<file path="src/rtl/servo_multi_channel_ctrl_pkg.sv">
// Shared constants, FSM state type and the elaboration-time scale helper for
// the multi-channel servo controller.
package servo_pkg;

    localparam int DEF_PW_MIN      = 650;
    localparam int DEF_PW_MAX      = 2600;
    localparam int DEF_PW_CENTER   = 1500;
    localparam int FRAME_PERIOD_US = 20000;
    localparam int FRAME_RATE_HZ   = 50;

    typedef enum logic {
        ST_RUN    = 1'b0,
        ST_HOMING = 1'b1
    } state_t;

    // Q8 fixed-point gain from joystick counts to microseconds.
    function automatic int scale_q8(input int pw_min, input int pw_max,
                                    input int x_min, input int x_max);
        return ((pw_max - pw_min) << 8) / (x_max - x_min);
    endfunction

endpackage

</file>
<file path="src/rtl/servo_multi_channel_ctrl_btn_debounce.sv">
// One pushbutton: 2-FF synchroniser, stable-sample counter and a one-cycle
// pulse when the debounced level rises.
module btn_debounce #(
    parameter int DEBOUNCE_CYCLES = 120000
) (
    input  logic i_clk,
    input  logic i_rst,
    input  logic i_btn,
    output logic o_rise
);

    localparam int                CNT_W    = $clog2(DEBOUNCE_CYCLES + 1);
    localparam logic [CNT_W-1:0]  CNT_LAST = CNT_W'(DEBOUNCE_CYCLES - 1);

    logic             r_sync1;
    logic             r_sync2;
    logic             r_level;
    logic             r_rise;
    logic [CNT_W-1:0] r_cnt;

    // The counter runs only while the synchronised input disagrees with the
    // accepted level; any agreeing sample restarts the count.
    always_ff @(posedge i_clk) begin
        if (i_rst) begin
            r_sync1 <= 1'b0;
            r_sync2 <= 1'b0;
            r_level <= 1'b0;
            r_rise  <= 1'b0;
            r_cnt   <= '0;
        end else begin
            r_sync1 <= i_btn;
            r_sync2 <= r_sync1;
            r_rise  <= 1'b0;
            if (r_sync2 == r_level) begin
                r_cnt <= '0;
            end else if (r_cnt == CNT_LAST) begin
                r_cnt   <= '0;
                r_level <= r_sync2;
                r_rise  <= r_sync2;
            end else begin
                r_cnt <= r_cnt + CNT_W'(1);
            end
        end
    end

    assign o_rise = r_rise;

endmodule

</file>
<file path="src/rtl/servo_multi_channel_ctrl.sv">
// Multi-channel servo command generator: joystick mapping, debounced channel
// select, per-frame slew limiting and a home-to-centre mode.
module servo_multi_channel_ctrl
    import servo_pkg::*;
#(
    parameter int N_CH            = 4,
    parameter int X_W             = 10,
    parameter int X_MIN           = 228,
    parameter int X_MAX           = 830,
    parameter int PW_W            = 12,
    parameter int PW_MIN          = DEF_PW_MIN,
    parameter int PW_MAX          = DEF_PW_MAX,
    parameter int PW_CENTER       = DEF_PW_CENTER,
    parameter int STEP_US         = 20,
    parameter int DEADBAND        = 8,
    parameter int DEBOUNCE_CYCLES = 120000
) (
    input  logic                 CLK,
    input  logic                 RST,
    input  logic [X_W-1:0]       x_sample,
    input  logic                 x_valid,
    input  logic [N_CH-1:0]      sel_btn,
    input  logic                 home_req,
    input  logic                 frame_tick,
    output logic [N_CH*PW_W-1:0] cmd_bus,
    output logic [N_CH-1:0]      sel_onehot,
    output logic [N_CH-1:0]      at_target,
    output logic                 homing
);

    localparam int              SCALE_Q8 = scale_q8(PW_MIN, PW_MAX, X_MIN, X_MAX);
    localparam int              PROD_W   = X_W + PW_W + 9;
    localparam logic [X_W-1:0]  XMIN_V   = X_W'(X_MIN);
    localparam logic [X_W-1:0]  XMAX_V   = X_W'(X_MAX);
    localparam logic [PW_W-1:0] PWMIN_V  = PW_W'(PW_MIN);
    localparam logic [PW_W-1:0] PWMAX_V  = PW_W'(PW_MAX);
    localparam logic [PW_W-1:0] PWCTR_V  = PW_W'(PW_CENTER);
    localparam logic [PW_W-1:0] STEP_V   = PW_W'(STEP_US);
    localparam logic [PW_W-1:0] DB_V     = PW_W'(DEADBAND);

    state_t r_state;
    state_t w_state_next;
    logic   w_home_start;
    logic   w_run;

    logic [N_CH-1:0] w_rise;
    logic [N_CH-1:0] w_sel_next;
    logic [N_CH-1:0] r_sel;

    logic              r_v1;
    logic              r_v2;
    logic [X_W-1:0]    w_xc;
    logic [X_W-1:0]    r_xc;
    logic [X_W-1:0]    w_xoff;
    logic [PROD_W-1:0] w_prod;
    logic [PROD_W-1:0] w_sum;
    logic [PW_W-1:0]   w_map;
    logic [PW_W-1:0]   r_mapped;

    // ---------------- channel select ----------------
    genvar gi;
    generate
        for (gi = 0; gi < N_CH; gi++) begin : g_btn
            btn_debounce #(
                .DEBOUNCE_CYCLES(DEBOUNCE_CYCLES)
            ) u_btn (
                .i_clk (CLK),
                .i_rst (RST),
                .i_btn (sel_btn[gi]),
                .o_rise(w_rise[gi])
            );
        end
    endgenerate

    // Scan from the top so the lowest rising index is the one that sticks.
    always_comb begin
        w_sel_next = r_sel;
        for (int i = N_CH - 1; i >= 0; i--) begin
            if (w_rise[i]) begin
                w_sel_next = N_CH'(1) << i;
            end
        end
    end

    always_ff @(posedge CLK) begin
        if (RST) begin
            r_sel <= N_CH'(1);
        end else begin
            r_sel <= w_sel_next;
        end
    end

    // ---------------- mapping pipeline ----------------
    assign w_xc = (x_sample < XMIN_V) ? XMIN_V :
                  (x_sample > XMAX_V) ? XMAX_V : x_sample;

    assign w_xoff = r_xc - XMIN_V;
    assign w_prod = PROD_W'(w_xoff) * PROD_W'(SCALE_Q8);
    assign w_sum  = (w_prod >> 8) + PROD_W'(PW_MIN);

    // The Q8 gain rounds down, so the top of the range is pinned explicitly.
    always_comb begin
        w_map = w_sum[PW_W-1:0];
        if (r_xc == XMAX_V || w_sum > PROD_W'(PW_MAX)) begin
            w_map = PWMAX_V;
        end else if (w_sum < PROD_W'(PW_MIN)) begin
            w_map = PWMIN_V;
        end
    end

    always_ff @(posedge CLK) begin
        if (RST) begin
            r_v1     <= 1'b0;
            r_v2     <= 1'b0;
            r_xc     <= XMIN_V;
            r_mapped <= PWCTR_V;
        end else begin
            r_v1     <= x_valid;
            r_v2     <= r_v1;
            r_xc     <= w_xc;
            r_mapped <= w_map;
        end
    end

    // ---------------- mode FSM ----------------
    always_ff @(posedge CLK) begin
        if (RST) begin
            r_state <= ST_RUN;
        end else begin
            r_state <= w_state_next;
        end
    end

    always_comb begin
        w_state_next = r_state;
        w_home_start = 1'b0;
        case (r_state)
            ST_RUN: begin
                if (home_req) begin
                    w_state_next = ST_HOMING;
                    w_home_start = 1'b1;
                end
            end
            ST_HOMING: begin
                if (&at_target) begin
                    w_state_next = ST_RUN;
                end
            end
            default: w_state_next = ST_RUN;
        endcase
    end

    assign w_run  = (r_state == ST_RUN);
    assign homing = (r_state == ST_HOMING);

    // ---------------- per-channel target and slew ----------------
    generate
        for (gi = 0; gi < N_CH; gi++) begin : g_ch
            logic [PW_W-1:0] r_cmd;
            logic [PW_W-1:0] r_target;
            logic            w_up;
            logic [PW_W-1:0] w_gap;
            logic [PW_W-1:0] w_mgap;
            logic            w_write;

            assign w_up    = (r_target > r_cmd);
            assign w_gap   = w_up ? (r_target - r_cmd) : (r_cmd - r_target);
            assign w_mgap  = (r_mapped > r_target) ? (r_mapped - r_target)
                                                   : (r_target - r_mapped);
            assign w_write = w_run && r_v2 && r_sel[gi] && (w_mgap >= DB_V);

            // A home request overrides a joystick write landing on the same edge.
            always_ff @(posedge CLK) begin
                if (RST) begin
                    r_target <= PWCTR_V;
                end else if (w_home_start) begin
                    r_target <= PWCTR_V;
                end else if (w_write) begin
                    r_target <= r_mapped;
                end
            end

            always_ff @(posedge CLK) begin
                if (RST) begin
                    r_cmd <= PWCTR_V;
                end else if (frame_tick) begin
                    if (w_gap <= STEP_V) begin
                        r_cmd <= r_target;
                    end else if (w_up) begin
                        r_cmd <= r_cmd + STEP_V;
                    end else begin
                        r_cmd <= r_cmd - STEP_V;
                    end
                end
            end

            assign cmd_bus[gi*PW_W +: PW_W] = r_cmd;
            assign at_target[gi]            = (r_cmd == r_target);
        end
    endgenerate

    assign sel_onehot = r_sel;

endmodule

</file>
<file path="config.mk">
export PLATFORM = sky130hd
export DESIGN_NAME = servo_multi_channel_ctrl
export DESIGN_NICKNAME = d
export VERILOG_FILES = /design/src/rtl/servo_multi_channel_ctrl_pkg.sv /design/src/rtl/servo_multi_channel_ctrl_btn_debounce.sv /design/src/rtl/servo_multi_channel_ctrl.sv
export SDC_FILE = /design/constraint.sdc
export NUM_CORES = 1
export LEC_CHECK = 0
export CAP_MARGIN = 20
export CORE_AREA = 2 2 196 198
export CTS_CLUSTER_SIZE = 20
export DETAILED_ROUTE_END_ITERATION = 8
export DIE_AREA = 0 0 198 200
export PLACE_DENSITY_LB_ADDON = 0.05
export SLEW_MARGIN = 20
export SYNTH_ARGS = -nofsm -noshare
export SYNTH_HDL_FRONTEND = slang
export SYNTH_HIERARCHICAL = 1
export SYNTH_SLANG_ARGS = --single-unit
</file>
<file path="constraint.sdc">
create_clock -name CLK -period 18.7 [get_ports CLK]
set_input_delay 3.74 -clock CLK [delete_from_list [all_inputs] [get_ports CLK]]
set_output_delay 3.74 -clock CLK [all_outputs]
set_load 0.005 [all_outputs]
</file>
# Word level (Yosys, flattened, before mapping)
# Index checks and enable logic that the tools add are counted.
# totals
ff_bits	209
elab_cells	171
output_inout_bits	57
# op_classes
mul	1
eq_ne	13
n_addsub	30
bitwise	9
mux	26
n_lt_le_gt_ge	20
n_reduce_logical	33
# op_table
op	count
$mux 12	18
$sub 12x12->12	16
$gt 12x12->1	8
$add 17x1->17 const B	4
$eq 17x17->1 const B	4
$add 12x5->12 const B	4
$eq 12x12->1	4
$ge 12x4->1 const B	4
$le 12x5->1 const B	4
$sub 12x5->12 const B	4
$reduce_or 3->1	11
$mul 10x10->20 const B	1
$add 12x10->13 const B	1
$gt 13x12->1 const B	1
$lt 13x10->1 const B	1
$eq 10x10->1 const B	1
$gt 10x10->1 const B	1
$lt 10x8->1 const B	1
$mux 10	1
$sub 10x8->10 const B	1
$logic_and 1x1->1	9
$not 1->1	9
$reduce_and 2->1	4
$reduce_or 2->1	4
10 further kinds	16

# Depth between registers and ports, before layout
# logic_depth
ltp_word	6
ltp_mapped	28
depth_no_buf	28

# Hierarchy
# Netlist, hierarchy kept.
# by_module_without_submodules
module	instances	seq_area_each_um2	cells_each	area_each_um2
servo_multi_channel_ctrl	1	2502.4	2391	18645.4
btn_debounce	4	420.4	97	907.1

# Least setup slack after synthesis
# No wires, ideal clock.
# synth_timing
path_kind	register -> register
start	register r_xc[2]
end	register r_mapped[7]
path_stages_with_launch	23
setup_ps	114
arrival_time_ps	6439
setup_slack_ps	12147
path_cell_list	dfxtp_1 -> or3_1 -> a41oi_1 -> xor2_1 -> ha_1 -> inv_1 -> fa_1 -> inv_1 -> fa_1 -> inv_1 -> fa_1 -> ha_1 -> ha_1 -> a21o_1 -> a221o_1 -> a2111oi_2 -> nand3_1 -> or3_1 -> xnor2_1 -> o211ai_1 -> a41oi_2 -> nand2b_1 -> a21o_1
# synth_via
elab_chain_len	6
elab_cells_between_ends	9
# synth_lines
element	line_no	rtl
start, declared	servo_multi_channel_ctrl.sv:53	logic [X_W-1:0] r_xc;
start signal, assigned	servo_multi_channel_ctrl.sv:120	r_xc <= w_xc;
$sub 10x8->10	servo_multi_channel_ctrl.sv:97	assign w_xoff = r_xc - XMIN_V;
$mul 10x10->20	servo_multi_channel_ctrl.sv:98	assign w_prod = PROD_W'(w_xoff) * PROD_W'(SCALE_Q8);
$add 12x10->13	servo_multi_channel_ctrl.sv:99	assign w_sum = (w_prod >> 8) + PROD_W'(PW_MIN);
$lt 13x10->1 / $gt 13x12->1 (equally long branches)	servo_multi_channel_ctrl.sv:106, servo_multi_channel_ctrl.sv:104	
$mux 12 / $logic_or 1x1->1 (equally long branches)	servo_multi_channel_ctrl.sv:106, servo_multi_channel_ctrl.sv:104	
$mux 12 (*)	servo_multi_channel_ctrl.sv:104	if (r_xc == XMAX_V || w_sum > PROD_W'(PW_MAX)) begin
end signal, assigned	servo_multi_channel_ctrl.sv:121	r_mapped <= w_map;
end, declared	servo_multi_channel_ctrl.sv:58	logic [PW_W-1:0] r_mapped;
# Mark *: on every way between the ends. The rest lies on a longest branch, timed or not.
# A chain may end at the register's enable or synchronous reset.

# Worst setup path after layout
# layout_timing
start	register r_xc[2]
end	register r_mapped[1]
# layout_via
elab_chain_len	6
elab_cells_between_ends	9
# layout_lines
element	line_no
$sub 10x8->10	servo_multi_channel_ctrl.sv:97
$mul 10x10->20	servo_multi_channel_ctrl.sv:98
$add 12x10->13	servo_multi_channel_ctrl.sv:99
$gt 13x12->1	servo_multi_channel_ctrl.sv:104
$logic_or 1x1->1	servo_multi_channel_ctrl.sv:104
$reduce_or 2->1 (no source line)	--
# Several ways; a longest one is shown, not always the timed one.

==> flow_summary.yaml <==
run_status:
  status: "completed"
floorplan:
  core_area_mm2: 0.0374
  fp-row-count: 71
  io_pins: 76
  start_util: 0.596
  fp.dieArea_mm2: 0.0396
  die_w_um: 198
  die_h_um: 200
placed_design:
  dpl.hpwl_um: 49500
  port_buffers: 75
  dp_cells: 3278
  dpl_cell_area_mm2: 0.0233
  place_congestion: 0.992
timing:
  setup_viol: 0
  max_slew.worst_pin.slew_ns: 1.12
  rsz0062_at_grt: "false"
  fin_crit_sh: 0.389
  fmax_mhz: 138
  max-slew-margin-rel: 0.249
  drv_slew: 0
  post-route-min-period_ns: 7.27
  clock_skew_ns: 0.0229
  final.setup.tns_ns: 0
  timing_hold_violations_final: 0
critical_path:
  crit_arrival_ns: 7.72
  crit_family: "adder cells"
  critPathLaunchType: "flip-flop"
  cp-end-kind: "flip-flop"
  criticalPathCategory: "reg2reg"
  max_stage_delay_ns: 0.59
  critPathBufInv: 3
  path_max_fanout: 8
  cpMaxStageDelayCell: "xor2_1"
  crit_chain: "or3_1 -> a41oi_1 -> xor2_1 -> ha_1 -> inv_1 -> fa_1 -> inv_1 -> fa_1 -> inv_1 -> fa_1 -> ha_1 -> ha_1 -> a21o_1 -> a221o_1 -> a2111oi_2 -> nand3_1 -> or3_1 -> xnor2_1 -> o211ai_1 -> a41oi_2 -> nand2_1 -> and3_1"
  critPathRequiredTime_ns: 19.15
clock_tree:
  htreeDepth: 1
  cts-resized-gates: 0
  clock_path_buffers: 3
  cts-buffers-inserted: 25
  hold_buffers: 0
  clk_latency_ns: 0.55
  cts_tree: "yes"
  clk_pin_slew_ns: 0.07
  cts_setup_buffers: 0
  cts_sinks: 209
  cts.root.buffer_cell: "clkbuf_16"
worst_hold_path:
  hold_class: "reg2reg"
synthesis:
  synth_edf_count: 0
  ys_types: 109
  synthArstFlopShare: 0
  synth_ff_type: "dfxtp_1"
  synth_fp_nets: 3130
  yosysSeqAreaShare: 0.188
  syn_area_per_cell_um2: 8.02
  synthCells: 2779
  synth_area_mm2: 0.0223
  ys_warn_count: 6
  ys_ff_latch: 209
global_route:
  grt_max_degree: 56
  gr-total-overflow: 0
  antenna_found_initial: 1
  grt_usage: 0.325
  grt_pass1_vias: 19782
  grt_pass1_wl_um: 104000
drt:
  dr.pass1.iters: 5
  vias: 20844
  ant_nets: 0
  dr.first_iter.drc_count: 1427
  remaining_drc_errors: 0
  wl_per_cell_um: 19.5
  avgViaCountPerCell: 6.27
  wirelength_um: 64700
layout:
  multi_input_area_mm2: 0.0167
  fillCellCount: 3277
  diodes: 0
  finalInstanceArea_mm2: 0.0241
  final_cell_mix: "283 x ha_1, 237 x inv_1, 209 x nor2_1, 209 x dfxtp_1, 203 x a21oi_1"
  stdcell_count: 3324
  nNetsFinal: 3145
  seqCellArea_mm2: 0.00418
  layout-drive-gt1-share: 0.0544
  syn2layout_area_growth_pct: 8.34
  utilization: 0.645
  layout_commonest_cell: "ha_1"
flow_run:
  maxCapViolations: 0
stage by stage:
stage               setup slack (ns)  hold WS, ns
floorplan                      12.15        0.414
global placement               11.57        0.422
detailed placement             11.45        0.420
CTS                            11.43        0.435
global route                   10.94        0.450
finish                         11.43        0.435
worst register-to-register path: stages (launching register included):
cell and delay, ns:
dfxtp_1 0.37, or3_1 0.44, a41oi_1 0.27, xor2_1 0.59
ha_1 0.29, inv_1 0.08, fa_1 0.50, inv_1 0.05
fa_1 0.47, inv_1 0.05, fa_1 0.48, ha_1 0.30
ha_1 0.38, a21o_1 0.23, a221o_1 0.38, a2111oi_2 0.57
nand3_1 0.19, or3_1 0.41, xnor2_1 0.27, o211ai_1 0.17
a41oi_2 0.39, nand2_1 0.09, and3_1 0.19
routing by layer:
metal / part of all wire / global-route usage / up-vias
met5: 0 / 0 / -
met4: 0.036 / 0.115 / 0
met3: 0.065 / 0.0400 / 142
met2: 0.45 / 0.534 / 712
met1: 0.45 / 0.442 / 9943
li1: - / - / 10047
cell usage after synthesis, types with 11 or more instances:
library cell | instances | share of area
nand4b_1 | 20 | 0.0079
o31ai_1 | 15 | 0.0051
and3_1 | 32 | 0.0090
clkbuf_1 | 47 | 0.0079
a211oi_1 | 40 | 0.013
o21bai_1 | 26 | 0.0088
o211ai_1 | 51 | 0.017
o21a_1 | 22 | 0.0074
nand2b_1 | 31 | 0.0087
fa_1 | 49 | 0.044
ha_1 | 283 | 0.16
nor3_1 | 55 | 0.012
a21o_1 | 64 | 0.022
or2_2 | 11 | 0.0031
nor4_1 | 46 | 0.013
nand4_1 | 46 | 0.013
o21ai_0 | 130 | 0.029
a31oi_1 | 32 | 0.0090
nor2b_1 | 53 | 0.015
nand2_1 | 199 | 0.034
xor2_1 | 50 | 0.020
xnor2_1 | 121 | 0.048
buf_4 | 12 | 0.0040
mux2i_1 | 81 | 0.036
and2_1 | 20 | 0.0056
inv_1 | 238 | 0.040
nor2_1 | 209 | 0.035
dfxtp_1 | 209 | 0.19
nand3_1 | 73 | 0.016
buf_2 | 27 | 0.0061
a21oi_1 | 204 | 0.046
or3_1 | 19 | 0.0053
path summary, 6_finish.rpt:
kind	startpoint	endpoint	cells after the start	slack [ns]
worst max-delay path	r_xc[2]	r_mapped[1]	22	11.43
worst min-delay path	g_btn[3].u_btn/r_sync1	g_btn[3].u_btn/r_sync2	1	0.44
worst max register to register	r_xc[2]	r_mapped[1]	22	11.43
worst min register to register	g_btn[3].u_btn/r_sync1	g_btn[3].u_btn/r_sync2	1	0.44
final cells by class:
type | count | area share
clock buffers | 31 | 0.0281
clock inverters | 15 | 0.00731
inverters | 240 | 0.0374
multi-input cells | 2226 | 0.691
flip-flops and latches | 209 | 0.173
well taps | 511 | 0.0265
repair buffers | 92 | 0.0361
flip-flops by register name (all words and copies together) (netlist names):
register             flops
r_xc                    10
g_btn.u_btn/r_sync1      4
sel_onehot               4
r_v2                     1
g_ch.r_cmd              48
g_btn.u_btn/r_cnt       68
g_btn.u_btn/r_sync2      4
r_v1                     1
g_btn.u_btn/o_rise       4
g_ch.r_target           48
homing                   1
g_btn.u_btn/r_level      4
r_mapped                12
kinds of logic (layout without fill, tap and decap cells):
group / after synthesis / in the layout / share of synthesized area
buffers and inverters: 344 / 378 / 0.0638
and+or+nand+nor: 891 / 891 / 0.211
xor gates and xnor gates: 171 / 171 / 0.0672
AOI/OAI and AO/OA: 738 / 738 / 0.223
muxes: 93 / 93 / 0.0431
DFF: 209 / 209 / 0.188
adders and majority gates: 333 / 333 / 0.203
Power is not shown: default switching activity piles up to over one toggle a cycle in this logic, so the estimate is an artifact.
